[config.mk]
export PLATFORM = sky130hd
export DESIGN_NAME = fp_mult_core_seq
export DESIGN_NICKNAME = d
export VERILOG_FILES = /design/src/rtl/fp_mult_core_seq.sv
export SDC_FILE = /design/constraint.sdc
export NUM_CORES = 1
export LEC_CHECK = 0
export ABC_AREA = 1
export CAP_MARGIN = 20
export CORE_MARGIN = 1.5
export CORE_UTILIZATION = 55
export CTS_CLUSTER_SIZE = 12
export DETAILED_ROUTE_END_ITERATION = 6
export PLACE_DENSITY = 0.78
export SYNTH_ARGS = -nofsm -noshare
export SYNTH_HDL_FRONTEND = slang
export SYNTH_SLANG_ARGS = --single-unit
[constraint.sdc]
create_clock -name clk -period 2.4 [get_ports clk]
set_input_delay 0.48 -clock clk [delete_from_list [all_inputs] [get_ports clk]]
set_output_delay 0.48 -clock clk [all_outputs]
set_load 0.02 [all_outputs]
[src/rtl/fp_mult_core_seq.sv]
// Iterative significand multiplier front-end: unpacks two single-precision operands and
// retires STEP multiplier bits per cycle into a 48-bit product, alongside the raw exponent sum.
module fp_mult_core_seq #(
    parameter int STEP = 1
) (
    input  logic        clk,
    input  logic        rst_n,
    input  logic        in_valid,
    output logic        in_ready,
    input  logic [31:0] a,
    input  logic [31:0] b,
    output logic        out_valid,
    input  logic        out_ready,
    output logic [47:0] P,
    output logic [8:0]  S,
    output logic        sign
);

    localparam int N = 24 / STEP;

    typedef enum logic [1:0] {
        IDLE = 2'd0,
        BUSY = 2'd1,
        DONE = 2'd2
    } state_t;

    state_t      state_q;
    logic        in_ready_q;
    logic        out_valid_q;
    logic [47:0] mcand_q;
    logic [23:0] mplier_q;
    logic [47:0] acc_q;
    logic [47:0] acc_d;
    logic [8:0]  exp_sum_q;
    logic        sign_q;
    logic [4:0]  cnt_q;

    // One shifted copy of the multiplicand per multiplier bit consumed this cycle.
    logic [47:0] pp [STEP];
    logic [47:0] step_sum;

    genvar gi;
    generate
        for (gi = 0; gi < STEP; gi++) begin : g_pp
            assign pp[gi] = mplier_q[gi] ? (mcand_q << gi) : 48'd0;
        end
    endgenerate

    always_comb begin
        step_sum = 48'd0;
        for (int i = 0; i < STEP; i++) begin
            step_sum = step_sum + pp[i];
        end
    end

    assign acc_d = acc_q + step_sum;

    always_ff @(posedge clk) begin
        if (!rst_n) begin
            state_q     <= IDLE;
            in_ready_q  <= 1'b0;
            out_valid_q <= 1'b0;
            mcand_q     <= 48'd0;
            mplier_q    <= 24'd0;
            acc_q       <= 48'd0;
            exp_sum_q   <= 9'd0;
            sign_q      <= 1'b0;
            cnt_q       <= 5'd0;
        end else begin
            case (state_q)
                IDLE: begin
                    in_ready_q <= 1'b1;
                    // in_ready_q is still low on the reset-release edge, so no accept there.
                    if (in_valid && in_ready_q) begin
                        mcand_q    <= {24'd0, |a[30:23], a[22:0]};
                        mplier_q   <= {|b[30:23], b[22:0]};
                        exp_sum_q  <= {1'b0, a[30:23]} + {1'b0, b[30:23]};
                        sign_q     <= a[31] ^ b[31];
                        acc_q      <= 48'd0;
                        cnt_q      <= 5'd0;
                        in_ready_q <= 1'b0;
                        state_q    <= BUSY;
                    end
                end
                BUSY: begin
                    acc_q    <= acc_d;
                    mcand_q  <= mcand_q << STEP;
                    mplier_q <= mplier_q >> STEP;
                    cnt_q    <= cnt_q + 5'd1;
                    if (cnt_q == 5'(N - 1)) begin
                        out_valid_q <= 1'b1;
                        state_q     <= DONE;
                    end
                end
                DONE: begin
                    if (out_ready) begin
                        out_valid_q <= 1'b0;
                        in_ready_q  <= 1'b1;
                        state_q     <= IDLE;
                    end
                end
                default: begin
                    out_valid_q <= 1'b0;
                    in_ready_q  <= 1'b0;
                    state_q     <= IDLE;
                end
            endcase
        end
    end

    assign in_ready  = in_ready_q;
    assign out_valid = out_valid_q;
    assign P         = acc_q;
    assign S         = exp_sum_q;
    assign sign      = sign_q;

endmodule

==> summary.md <==
| Metric | Value |
|---|---|
| Fraction of layout cells with a size suffix above 1 | `0.126` |
| Clock slew at reported path FFs | `70 ps` |
| Synth Instances | `1668` |
| Slew Viols, Final | `0` |
| DP Area | `0.0117 sq mm` |
| Fin cells | `2046` |
| Slowest CP cell | `dfxtp_4` |
| Clock Tree Buf Depth | `2` |
| RePlAce Congestion | `0.960` |
| ANT nets after route | `0` |
| Crit path max-delay family | `simple AND/OR/NAND/NOR gates` |
| DR vias/cell | `5.20` |
| CTS tree | `done` |
| Critical path buffers and inverters | `2` |
| Post-Route WL | `30100 microns` |
| Reg2reg path depth | `14` |
| Final min period | `2340 ps` |
| Synth Area per Inst | `6.01 sq um` |
| Relative slew slack | `0.423` |
| First-pass GRT wire length | `49900 microns` |
| FF+latch area | `0.00279 sq mm` |
| PortBufs | `127` |
| F_max | `428 MHz` |
| Tot GR Track Use | `0.317` |
| Design area | `0.0126 sq mm` |
| Inserted Clock Buffers | `17` |
| Initial Util | `0.560` |
| Vias in the first global route | `10.1k` |
| Overflow after GRT | `0` |
| CP Class | `register to register` |
| Worst-Skew Late Latency | `440 ps` |
| Most frequent cells in the layout | `nand2_1 (575), inv_1 (277), dfxtp_1 (138), a21oi_1 (138), clkdlybuf4s50_1 (127)` |
| Net count after synthesis | `1794` |
| Pleak | `6.15 nW` |
| WHS Path Cells | `2` |
| Worst VDD drop | `561 uV` |
| Drt first pass iters | `5` |
| I/O pins | `128` |
| Worst stage delay on the critical path | `370 ps` |
| CTS Root Cell | `clkbuf_16` |
| Final critical-path share of the clock period | `0.974` |
| Power Density | `488 mW/mm^2` |
| Via Count | `10.6k` |
| Setup crit end kind | `register` |
| Status | `finished clean` |
| DIE AREA | `0.0191 sq mm` |
| Hold Crit Start | `mcand_q[47]$_SDFFE_PN0P_` |
| Clock sinks | `139` |
| Placed Instances | `2013` |
| Total design power | `6.17 mW` |
| EDFF count, synth | `0` |
| HPWL Detailed | `22800 microns` |
| Prevailing post-synth register cell | `dfxtp_1` |
| Area of the multi-input gates | `0.00622 sq mm` |
| Largest net degree at the start of global routing | `57` |
| Std cell rows | `49` |
| Reg2Reg Launch Point | `mplier_q[0]$_SDFFE_PN0P_` |
| Max-cap violations | `0` |
| RR Endpoint | `P[39]$_SDFFE_PN0P_` |
| Crit path launch type | `register` |
| Initial DRC Count | `770` |
| Final setup margin | `62.0 ps` |
| Register area share after synthesis | `0.277` |
| Chip width | `138 microns` |
| Initial antenna violation count | `0` |
| Clk_skew | `10.9 ps` |
| Diode count | `0` |
| Worst-margin pin slew | `864 ps` |
| # H-tree levels | `4` |
| Synthesized flop and latch total | `139` |
| Worst EP required | `2770 ps` |
| Most common cell after layout, fill and taps aside | `nand2_1` |
| RSZ-0062 raised after global routing | `true` |
| Routed wire per std cell | `14.7 microns` |
| Yosys warns | `0` |
| # DRC | `0` |
| Die height | `138 microns` |
| Worst R2R Setup Slack | `60 ps` |
| Placement Setup Slack | `-230 ps` |
| Hold Crit Class | `register to register` |
| Distinct cells, synth | `44` |
| Hold Fails Final Rpt | `0` |
| Fill count | `1591` |
| Arrival time at the worst endpoint | `2710 ps` |
| Hold_buf cts | `0` |
| Hold Path End | `mcand_q[47]$_SDFFE_PN0P_` |
| Worst hold margin | `465 ps` |
| Post-synthesis cell area | `0.0100 sq mm` |
| Setup Viol. Count Final | `0` |
| FFs w/ async S/R, synth | `0` |
| Area growth from synthesis to layout | `26.0%` |
| Core Box Area | `0.0179 sq mm` |
| Worst-path maximum fanout | `16` |
| Layout net count | `1930` |
| Worst-path cell chain | `buf_12 -> nand2_1 -> inv_1 -> ha_1 -> nand2_2 -> nor2_2 -> nand2_1 -> nor2_1 -> nand2_1 -> nand3_2 -> nand2_1 -> nand3_1 -> nand3_1 -> a21oi_1` |
| CP most frequent cell | `nand2_1` |
## per-stage QoR
step	setup TNS [ps]	util
2_1_floorplan	0	-
3_3_place_gp	-285	0.656
3_5_place_dp	-377	0.656
4_1_cts	0	0.689
5_1_grt	-276	0.706
6_report	0	0.706
## final cells by class
cell class                      instances  share of cell area
Clock buffer                           17              0.0336
Clock inverter                         15              0.0141
Inverter                              290              0.0862
Multi-Input combinational cell       1187               0.492
Sequential cell                       139               0.220
Tap cell                              229              0.0227
Timing Repair Buffer                  169               0.131
## power by group
part	switching, mW	internal [mW]	total (mW)	leakage, nW
Combinational	0.546	0.373	0.919	4.74
Clock	1.24	1.49	2.73	0.290
Sequential	0.0905	2.43	2.52	1.13
Total	1.87	4.29	6.17	6.15
## synthesized netlist by cell type, drive strengths merged, types with 2 or more instances
cell type  count  area share
nand4         12      0.0075
a21oi        144       0.073
a21o           3      0.0022
ha            56       0.070
nand3         75       0.042
o21bai         3      0.0022
nor4           7      0.0044
fa             2      0.0040
a31oi         13      0.0081
a22oi         10      0.0075
inv          289        0.11
xor2           5      0.0044
nor2         156       0.072
o221ai        23       0.020
nor3           6      0.0056
dfxtp        139        0.28
clkbuf        31       0.012
a211oi         2      0.0015
or2            5      0.0031
buf           21       0.012
nand3b         3      0.0022
nand2        617        0.24
o21ai         39       0.019
## worst reg2reg max path, delay by kind of cell (launching register included)
family | cells | cell delay, ps
flip-flops | 1 | 370
AO/OA/AOI/OAI | 1 | 170
AND/OR/NAND/NOR | 10 | 1170
adder cells (fa/ha/maj) | 1 | 370
buffers and inverters | 2 | 200
## logic make-up (layout without fill, tap and decap cells)
family / Yosys count / count (layout) / synth area share
and+or+nand+nor: 883 / 883 / 0.375
buffers and inverters: 342 / 491 / 0.132
AOI/OAI and AO/OA: 240 / 240 / 0.136
adders and majority gates: 58 / 58 / 0.0738
DFF: 139 / 139 / 0.277
xor gates and xnor gates: 6 / 6 / 0.00524
## flip-flops by register name, indices dropped and copies added, names as in the netlist
register and count:
out_valid 1, sign 1, in_ready 1, mplier_q 24, S 9, P 48, cnt_q 5, mcand_q 48
state_q 2
## repair_timing
item                                    4_1_cts  5_1_grt
resized for setup                             0       77
setup buffers                                 0        1
endpoints found under the setup margin        0       36
endpoints found under the hold margin         0        0
## worst max path at each step
stage,from,to,slack [ps],depth (start not counted)
floorplan,mplier_q[0]$_SDFFE_PN0P_,P[39]$_SDFFE_PN0P_,140,15
finish,mplier_q[0]$_SDFFE_PN0P_,P[39]$_SDFFE_PN0P_,60,14
CTS,mplier_q[0]$_SDFFE_PN0P_,P[24]$_SDFFE_PN0P_,60,13
detailed placement,b[23],S[6]$_SDFFE_PN0P_,-230,12
global placement,a[23],S[6]$_SDFFE_PN0P_,-190,12
global route,mplier_q[0]$_SDFFE_PN0P_,P[39]$_SDFFE_PN0P_,-110,14
## layer usage
| metal | vias up | part of all wire | GRT usage |
|---|---|---|---|
| li1 | 5482 | - | - |
| met1 | 4815 | 0.45 | 0.424 |
| met2 | 299 | 0.46 | 0.521 |
| met3 | 51 | 0.062 | 0.0634 |
| met4 | 0 | 0.026 | 0.0903 |
| met5 | - | 0 | 0 |
(Power assumes the default switching activity.)
